$ cat config.mk
export PLATFORM = sky130hd
export DESIGN_NAME = mac_readout
export DESIGN_NICKNAME = d
export VERILOG_FILES = /design/src/rtl/mac_readout.sv
export SDC_FILE = /design/constraint.sdc
export NUM_CORES = 1
export LEC_CHECK = 0
export CAP_MARGIN = 20
export CORE_UTILIZATION = 58
export DETAILED_ROUTE_END_ITERATION = 6
export PLACE_DENSITY = 0.86
export SYNTH_ARGS = -nofsm -noshare
export SYNTH_HDL_FRONTEND = slang
export SYNTH_SLANG_ARGS = --single-unit
$ cat constraint.sdc
create_clock -name CLKEXT -period 6.1 [get_ports CLKEXT]
set_input_delay 1.22 -clock CLKEXT [delete_from_list [all_inputs] [get_ports CLKEXT]]
set_output_delay 1.22 -clock CLKEXT [all_outputs]
set_load 0.01 [all_outputs]
$ cat src/rtl/mac_readout.sv
// mac_readout: sequencer and result reader for one mac neuron lane.
// On START it issues a bias preload (MAC_RST) and LEN accumulate cycles (MAC_EN).
// It then requantizes the signed accumulator to an OUT_W activation and queues it
// in a small show-ahead FIFO with a valid/ready output.
// Optional feature: define MAC_READOUT_RELU_EN to clamp negative activations to 0.
module mac_readout #(
  parameter int ACC_W      = 16,
  parameter int OUT_W      = 8,
  parameter int LEN_W      = 10,
  parameter int FIFO_DEPTH = 4
) (
  input  logic             CLKEXT,
  input  logic             RST,
  input  logic             START,
  input  logic [LEN_W-1:0] LEN,
  input  logic [3:0]       SHIFT_IN,
  input  logic [ACC_W-1:0] ACC_IN,
  output logic             MAC_RST,
  output logic             MAC_EN,
  output logic             BUSY,
  output logic [OUT_W-1:0] OUT_DATA,
  output logic             OUT_VALID,
  input  logic             OUT_READY,
  output logic             FULL
);

  localparam int PTR_W = $clog2(FIFO_DEPTH);

  typedef enum logic [1:0] {IDLE, PRELOAD, ACCUM, CAPTURE} state_t;

  state_t           state, next_state;
  logic [LEN_W-1:0] cnt;
  logic [3:0]       shift_q;

  logic             push, pop;
  logic [PTR_W-1:0] wr_ptr, rd_ptr;
  logic [PTR_W:0]   count;
  logic [OUT_W-1:0] mem [FIFO_DEPTH];
  logic [OUT_W-1:0] act;

  // State register plus the product down-counter and latched requant shift.
  // NOTE: sequential state uses non-blocking assignments so every flop samples
  // pre-edge values regardless of statement order.
  always_ff @(posedge CLKEXT or posedge RST) begin
    if (RST) begin
      state   <= IDLE;
      cnt     <= '0;
      shift_q <= '0;
    end else begin
      state <= next_state;
      if (state == IDLE && START) begin
        cnt     <= LEN;
        shift_q <= SHIFT_IN;
      end else if (state == ACCUM) begin
        cnt <= cnt - LEN_W'(1);
      end
    end
  end

  // Next-state logic; CAPTURE waits for FIFO space so the held accumulator is never lost.
  // NOTE: next_state gets a default first so no path leaves it unassigned (no latch).
  always_comb begin
    next_state = state;
    unique case (state)
      IDLE:    if (START) next_state = PRELOAD;
      PRELOAD: next_state = (cnt != '0) ? ACCUM : CAPTURE;
      ACCUM:   if (cnt == LEN_W'(1)) next_state = CAPTURE;
      CAPTURE: if (!FULL) next_state = IDLE;
      default: next_state = IDLE;
    endcase
  end

  // Moore outputs decoded from the state register only.
  always_comb begin
    MAC_RST = (state == PRELOAD);
    MAC_EN  = (state == ACCUM);
    BUSY    = (state != IDLE);
  end

  // Requantize: round-half-up, arithmetic shift, saturate, optional ReLU.
  localparam logic signed [ACC_W:0] SAT_MAX = (ACC_W+1)'((1 << (OUT_W - 1)) - 1);
  localparam logic signed [ACC_W:0] SAT_MIN = ~SAT_MAX;

  logic signed [ACC_W:0] acc_ext, rnd, sum, shifted;

  always_comb begin
    acc_ext = $signed({ACC_IN[ACC_W-1], ACC_IN});
    rnd     = '0;
    if (shift_q != 4'd0) rnd[shift_q - 4'd1] = 1'b1;
    sum     = acc_ext + rnd;
    shifted = sum >>> shift_q;
    if (shifted > SAT_MAX)      act = SAT_MAX[OUT_W-1:0];
    else if (shifted < SAT_MIN) act = SAT_MIN[OUT_W-1:0];
    else                        act = shifted[OUT_W-1:0];
`ifdef MAC_READOUT_RELU_EN
    if (act[OUT_W-1]) act = '0;
`else
`endif
  end

  assign push = (state == CAPTURE) && !FULL;
  assign pop  = OUT_VALID && OUT_READY;

  // FIFO pointers and occupancy; pointers wrap naturally at the power-of-2 depth.
  always_ff @(posedge CLKEXT or posedge RST) begin
    if (RST) begin
      wr_ptr <= '0;
      rd_ptr <= '0;
      count  <= '0;
    end else begin
      if (push) wr_ptr <= wr_ptr + PTR_W'(1);
      if (pop)  rd_ptr <= rd_ptr + PTR_W'(1);
      case ({push, pop})
        2'b10:   count <= count + (PTR_W+1)'(1);
        2'b01:   count <= count - (PTR_W+1)'(1);
        default: count <= count;
      endcase
    end
  end

  // FIFO storage write port.
  // NOTE: the storage array is not reset; OUT_DATA is gated by occupancy instead,
  // so stale entries are never visible.
  always_ff @(posedge CLKEXT) begin
    if (push) mem[wr_ptr] <= act;
  end

  assign OUT_VALID = (count != '0);
  assign FULL      = (count == (PTR_W+1)'(FIFO_DEPTH));
  assign OUT_DATA  = OUT_VALID ? mem[rd_ptr] : '0;

endmodule

==> results.md, run 1 <==
Power:
- The net switching power is roughly 1.2 mW.
- The portion of total power attributed to combinational logic is around 65%.
- The switching fraction of total power is 45.5%.
- The maximum VDD drop is 0.000257 V.
- Sequential cells burn between 20 and 30% of the power.
- The power density over the cells is 504 nW/um^2.
- The internal power is 1.44 mW.
- The clock network is responsible for approximately 8.0% of the overall power.
- The leakage power figure is between 2 and 2.5 nW.
- Summing internal, switching and leakage power gives 2.64 mW.

Routing:
- The post-detailed-route count of antenna-violating nets is 0.
- The number of design rule violations left after detail routing is 0.
- The mean number of vias per cell is 6.15.
- The first detailed-routing pass took 5 iterations.
- In this run, the number of DRC markers left after iteration 0 of detailed routing was 328.
- For this block, the routed nets add up to 10200 um of wire.
- The average wire length per cell after detail routing is 16.4 um.
- The vias after detailed routing is between 3000 and 4000.

STA:
- At the pin with the least slew margin, the transition time is 0.863 ns.
- For the final routed database, the setup TNS stands at 0 ns.
- The worst hold margin is 0.494 ns.
- Dividing the final minimum period by the clock period gives 78.7%.
- The max-slew violation total from the final report is 0.
- Setup repair after global routing left no endpoint under its margin.
- Setup violations remaining at the end of the flow were counted as 0.
- In this run the tightest slew margin relative to its limit is 42.4%.
- The final worst clock skew is 0.00491 ns.
- The final hold violation count was 0.
- The smallest clock period supported by the final layout is computed as 4.80 ns.
- Based on the critical path, the design can be clocked at up to 0.208 GHz.

Setup path:
- The class of the most critical setup path is input port to flip-flop.
- In this design, the stage delay of the slowest critical-path cell is 0.44 ns.
- The setup slack of the most critical reg-to-reg path is 1.35 ns.
- The origin of the critical flop-to-flop path is shift_q[1].
- The data arrival time of the critical path is between 4 and 5 ns.
- The kind of capture point of the worst setup path is a flip-flop.
- Traced cell by cell, the critical path runs through clkdlybuf4s50_1 > ha_1 > fa_1 > a211oi_2 > o21ai_1 > a211oi_2 > mux2i_1 > nand3_1 > o311ai_2 > nand3_1 > o41ai_2 > a31oi_2 > a31o_1.
- The reg-to-reg critical path endpoint is mem[3][5].
- The slowest cell on the critical path is sky130_fd_sc_hd__fa_1.
- The required time of the critical path is 6.13 ns.
- STA classifies the critical path startpoint as an input port.
- The worst-path maximum fanout is 7.
- The path depth of the worst reg2reg path is 13.

Die:
- The floorplan die height is 91.1 um.
- The floorplan has 32 rows.
- The floorplan step defined a core boundary enclosing 7690 sq um.
- The full die area is 8290 sq um.
- The count of boundary I/O pins is 47.
- The die span in x is ~91 um.
- The starting density of the core is ~60%.

Clocking:
- The H-tree generated during clock tree synthesis spans 2 levels.
- The cell at the root of the clock tree is sky130_fd_sc_hd__clkbuf_8.
- The clock insertion delay at the later pin of the skew report is roughly 0.29 ns.
- The TritonCTS clock tree is built.
- The longest clock path from root to sink contains 2 buffers.
- The clock slew seen by the registers of the worst setup and hold paths is 0.09 ns.
- The number of hold buffers added after CTS is 0.
- The number of gates resized after CTS was 0.
- The number of buffers inserted by post-CTS setup repair is 0.
- Clock tree synthesis inserted a total of 5 buffers.
- The clock sink count is 55.

Final layout:
- Across the whole layout, storage elements account for 1540 sq um.
- The multi-input combinational cells in the finished layout cover a total of between 2000 and 3000 sq um.
- The final layout contains between 500 and 600 nets.
- The repair_antennas step left the layout with diodes totalling 0.
- The cell area after layout is roughly 5200 sq um.
- In the layout the commonest cells are sky130_fd_sc_hd__nor2_1 (49), sky130_fd_sc_hd__nand2_1 (46), sky130_fd_sc_hd__clkdlybuf4s50_1 (46).
- The most common library cell in the layout ignoring fill and taps is sky130_fd_sc_hd__nor2_1.
- The signed area change from the synthesized netlist to the final layout is 13.8%.
- The share of layout cells above drive strength 1 is between 10% and 20%.
- The number of fill cells in the layout is between 600 and 700.

Hold path:
- The cell depth of the worst hold path is 1.
- The path with the worst hold slack has its endpoint at count[0].
- The critical hold path startpoint is count[0].
- The path category of the worst min-delay check is flip-flop to flip-flop.

Logic synthesis:
- Counting distinct cell types in the post-synthesis netlist gives 70.
- The number of synthesized flops with an enable pin is 32.
- Sequential cells were found to cover between 30% and 40% of the synthesized design area.
- Dividing the synthesized area by the synthesized cell count gives around 9.5 sq um.
- For this run, the leading register cell type out of synthesis is sky130_fd_sc_hd__edfxtp_1.
- The cell type with the highest aggregate area in the netlist is sky130_fd_sc_hd__edfxtp_1.
- The share of synthesized area in the top cell type comes to 20.9%.
- The cell area that synthesis handed to floorplanning was approximately 4600 sq um.
- The Yosys step of the flow raised 0 warnings.
- After synthesis, the cell types taking the most area are sky130_fd_sc_hd__edfxtp_1 (21%), sky130_fd_sc_hd__dfrtp_1 (13%), sky130_fd_sc_hd__ha_1 (7.6%).
- Counting flops with an async set or reset pin after synthesis yields a share of between 40% and 50%.
- Synthesis handed over a netlist of 486 instances.
- Synthesis produced a netlist with a net count of 550.
- In this run, synthesis produced a sequential element count of between 50 and 60.

Global routing:
- The total track usage is 25.8%.
- The initial antenna violation count is 0.
- The first-pass GRT wire length is between 15000 and 20000 um.
- The maximum number of pins on one net before global-route repair is 31.
- The number of global-route vias before repair is 3759.
- After global routing the overflow that remains totals 0.

Place:
- In this run the cell area measured after placement is between 5000 and 6000 sq um.
- The placer congestion estimate is 0.941.
- The number of input and output port buffers inserted is 46.
- Summed over all nets, the half-perimeter wirelength after detailed placement is 7880 um.

Status:
- The run finished with clean final reports.

Flow run:
- The count of max-cap constraint violations is 0.
## cells in the mapped netlist (all sizes together), types with 11 or more instances
cell / instances
inv: 17
nand2: 46
and2: 22
nand3: 12
xnor2: 12
clkbuf: 14
a31oi: 11
a21oi: 29
edfxtp: 32
nor2: 49
o21ai: 20
dfrtp: 23
buf: 12
a21o: 14
ha: 28
nor3: 11
xor2: 13
## flip-flops by register name (all words and copies together) (netlist names)
name and cells:
mem 32, count 3, wr_ptr 2, state 2
cnt 10, shift_q 4, rd_ptr 2
## stage by stage
step	instances	utilization [%]	setup slack, ns
floorplan	486	-	1.35
global placement	615	66.8	1.10
detailed placement	615	66.8	1.03
CTS	623	68.1	1.33
global route	623	68.1	1.06
finish	623	68.1	1.30
## cell families after synthesis
logic type / after synthesis / share of synthesized area (%)
AO/OA/AOI/OAI: 126 / 21.2
XOR/XNOR: 25 / 4.76
adder cells (fa/ha/maj): 30 / 8.49
buffers and inverters: 44 / 3.78
flip-flops: 55 / 33.4
multiplexers: 30 / 9.60
other: 1 / 0.0815
AND/OR/NAND/NOR: 175 / 18.7
## critical path, delay by kind of cell
| kind | cells | cell delay [ns] |
|---|---|---|
| adders and majority gates | 2 | 0.67 |
| AOI/OAI and AO/OA | 7 | 1.88 |
| buffers and inverters | 1 | 0.41 |
| and+or+nand+nor | 2 | 0.30 |
| muxes | 1 | 0.36 |
## metal layers
metal  track usage (%)  vias to the layer above  share of wire, %  routed length (um)
li1                  -                     1876                 -                   -
met1              32.5                     1821                44                4450
met5                 0                        -                 0                   0
met4              8.07                        0               2.9                 291
met3              2.85                       25               3.7                 373
met2              46.5                      112                50                5070
## how the worst max path moves through the flow
stage,start,cells after the start,to
after floorplan,shift_q[1],18,mem[0][6]
after global placement,ACC_IN[0],13,mem[0][6]
after detailed placement,ACC_IN[0],13,mem[3][5]
after CTS,ACC_IN[0],13,mem[3][5]
after global routing,ACC_IN[0],13,mem[3][5]
final,ACC_IN[0],13,mem[3][5]
## power by group through the flow
stage          clock network, mW  registers, mW  logic [mW]
6_report                   0.211          0.706        1.72
5_1_grt                    0.228          0.728        1.89
4_1_cts                    0.215          0.707        1.71
3_5_place_dp                   0          0.715        1.70
3_3_place_gp                   0          0.707        1.66
2_1_floorplan                  0          0.633        1.33
## area by class of cell
cell class                      count  area share (%)
Multi-Input combinational cell    387            55.2
Sequential cell                    55            29.3
Timing Repair Buffer               53            9.80
Tap cell                          102            2.44
Clock buffer                        8            1.94
Inverter                           18            1.29
Note: power is estimated with default switching activity, not from simulation.
==> run 2: changes to the inputs <==
--- a/config.mk
+++ b/config.mk
@@ -6,9 +6,9 @@
 export NUM_CORES = 1
 export LEC_CHECK = 0
 export CAP_MARGIN = 20
-export CORE_UTILIZATION = 58
+export CORE_UTILIZATION = 53
 export DETAILED_ROUTE_END_ITERATION = 6
-export PLACE_DENSITY = 0.86
+export PLACE_DENSITY = 0.83
 export SYNTH_ARGS = -nofsm -noshare
 export SYNTH_HDL_FRONTEND = slang
 export SYNTH_SLANG_ARGS = --single-unit
==> constraint.sdc (replaced) <==
create_clock -name CLKEXT -period 4.2 [get_ports CLKEXT]
set_input_delay 0.84 -clock CLKEXT [delete_from_list [all_inputs] [get_ports CLKEXT]]
set_output_delay 0.84 -clock CLKEXT [all_outputs]
set_load 0.01 [all_outputs]
==> results.md, run 2 (same netlist as run 1, synthesis figures left out) <==
STA:
- Based on the critical path, the design can be clocked at up to 0.240 GHz.
- The max-slew violation total from the final report is 0 (unchanged).
- The final hold violation count came to 0 (unchanged).
- The final worst clock skew is 0.00939 ns (+0.00448 ns).
- The worst-case headroom to the max-slew limit came to 41.5% (-0.89 points).
- The actual slew at the worst max-slew pin is 0.876 ns (+0.0133 ns).
- Subtracting the final worst setup slack from the clock period gives 4.17 ns.
- The final-report setup violation count is 0 (unchanged).
- The final period utilization is 99.2%.
- The worst hold margin is 0.491 ns (-0.00263 ns).

Global routing:
- The number of global-route vias before repair is 4007 (+6.6%).
- The overall overflow remaining after global route came to 0 (unchanged).
- The maximum number of pins on one net before global-route repair is 24 (-23%).
- The total track usage was 25.9% (+0.046 points).
- The initial antenna violation count is 0 (unchanged).
- The first-pass GRT wire length is 18400 um (+6.1%).

Setup path:
- The required time of the critical path is 4.25 ns (-1.88 ns).
- The data arrival time of the critical path came to 4.22 ns (-0.62 ns).
- The worst setup path is captured at a flip-flop.
- The critical path in this run is classified as input port to flip-flop.
- The setup slack of the most critical reg-to-reg path is 0.15 ns (-1.20 ns).
- The worst setup path is launched from an input port.
- The worst-path maximum fanout came to 7 (unchanged).

Final layout:
- Compared with the post-synthesis result, the final layout area differs by 27.8%.
- Ranked by flip-flop count, first place goes to mem.
- The share of layout cells above drive strength 1 is 23.8% (+13 points).
- The total inserted antenna cells is 0 (unchanged).
- The number of flip-flops under the largest register name is 32 (unchanged).
- The post-layout net count is 648 (+11%).
- The final cell utilization of the core is 70.8% (+2.7 points).
- The top cell types in the final layout, fill and taps aside, are sky130_fd_sc_hd__buf_4 (70), sky130_fd_sc_hd__nor2_1 (49), sky130_fd_sc_hd__nand2_1 (46).
- The most common library cell in the layout ignoring fill and taps is sky130_fd_sc_hd__buf_4.
- The largest registers in the layout are mem x32, cnt x10, shift_q x4.

Place:
- The number of input and output port buffers inserted is 46 (unchanged).
- The detailed-placement wirelength estimate is 8920 um (+13%).
- The placer congestion estimate is 0.956 (+1.6%).

Die:
- The full die area is 9050 sq um (+9.2%).
- The starting density of the core is 55.4% (-4.4 points).
- The number of core rows is 33 (+3.1%).
- The count of boundary I/O pins is 47 (unchanged).
- The die span in x is 95.2 um (+4.5%).
- The floorplan die height is 95.2 um (+4.5%).
- The core box area came to 8300 sq um (+8.0%).

Power:
- The maximum VDD drop is 0.000307 V (+20%).
- The leakage power figure is 2.40 nW (+16%).
- The final total power is 4.33 mW (+64%).
- The power density over the cells is 737 nW/um^2 (+46%).

Routing:
- The post-detailed-route count of antenna-violating nets came to 0 (unchanged).
- The number of design rule violations left after detail routing is 0 (unchanged).
- The final wirelength was 11500 um (+13%).
- The first-pass iteration count of the detailed router came to 5 (unchanged).
- The vias after detailed routing is 4159 (+8.5%).
- The starting DRC count in detailed routing was 242 (-26%).
- The mean number of vias per cell is 6.03 (-2.1%).
- The average wire length per cell after detail routing is 16.6 um (+1.7%).

Clocking:
- The CTS H-tree depth is 2 (unchanged).
- The cell at the root of the clock tree is sky130_fd_sc_hd__clkbuf_8.
- The clock insertion delay at the later pin of the skew report was 0.31 ns (+0.02 ns).
- The maximum clock path buffer count came to 2 (unchanged).
- The clock slew seen by the registers of the worst setup and hold paths is 0.09 ns (about the same).
- The TritonCTS clock tree is built.
- The TritonCTS buffer count is 5 (unchanged).
- The clock sink count is 55 (unchanged).

Flow run:
- The count of max-cap constraint violations is 0 (unchanged).

Status:
- The flow ran to the end, and the final reports show no timing, DRC or antenna violations.

Hold path:
- The worst hold path belongs to the class flip-flop to flip-flop.
-- run 2: critical path, stage by stage --
cell and delay (ns):
sky130_fd_sc_hd__clkdlybuf4s50_1 0.43, sky130_fd_sc_hd__ha_1 0.31, sky130_fd_sc_hd__and2_1 0.20, sky130_fd_sc_hd__buf_4 0.14, sky130_fd_sc_hd__nand3_1 0.20, sky130_fd_sc_hd__a21oi_4 0.25
sky130_fd_sc_hd__buf_4 0.14, sky130_fd_sc_hd__o21ai_0 0.09, sky130_fd_sc_hd__and4_1 0.22, sky130_fd_sc_hd__o311ai_2 0.34, sky130_fd_sc_hd__nand3_1 0.17, sky130_fd_sc_hd__o41ai_2 0.44
sky130_fd_sc_hd__a31oi_4 0.18, sky130_fd_sc_hd__a31o_1 0.26
-- run 2: per-stage QoR --
| stage | setup TNS [ns] | std cells | worst slack, ns | instance area [sq um] |
|---|---|---|---|---|
| after floorplan | 0 | 486 | 0.0211 | 4630 |
| after global placement | -5.53 | 680 | -0.217 | 5620 |
| after detailed placement | -7.57 | 680 | -0.294 | 5620 |
| after CTS | 0 | 688 | 0.0171 | 5710 |
| after global routing | -1.26 | 690 | -0.0750 | 5880 |
| final | 0 | 690 | 0.0329 | 5880 |
-- run 2: what timing repair did --
| item | 4_1_cts | 5_1_grt |
|---|---|---|
| buffers inserted | 0 | 2 |
| hold buffers | 0 | 0 |
| gates resized for setup | 0 | 28 |
| setup endpoints to repair | 0 | 28 |
-- run 2: final cells by class --
type	count	area [sq um]
fillers	602	2420
repair buffers	117	1000
flip-flops and latches	55	1540
clock buffers	7	86.3
clock inverters	1	8.76
inverters	18	67.6
multi-input cells	387	3050
well taps	105	131
-- run 2: per-layer routing --
metal	routed length, um	GRT usage, %	part of all wire [%]	vias up
met2	5900	45.4	51	122
met1	4820	32.8	42	2006
met5	0	0	0	-
met4	342	8.71	3.0	0
met3	418	3.27	3.6	34
li1	-	-	-	1997
-- run 2: power by group --
| part | leakage (nW) | internal (mW) | switching [mW] |
|---|---|---|---|
| sequential | 0.551 | 0.828 | 0.163 |
| combinational | 1.80 | 1.44 | 1.60 |
| clock | 0.0484 | 0.136 | 0.171 |
| total | 2.40 | 2.40 | 1.93 |
-- run 2: worst paths after layout --
check / start / endpoint / cells after the start
worst min register to register: count[2] / count[2] / 1
worst max register to register: shift_q[1] / mem[1][6] / 16
worst min-delay path: count[2] / count[2] / 1
worst max-delay path: ACC_IN[3] / mem[1][6] / 14
max in group asynchronous: RST / shift_q[1] / 2
min in group asynchronous: RST / cnt[1] / 2
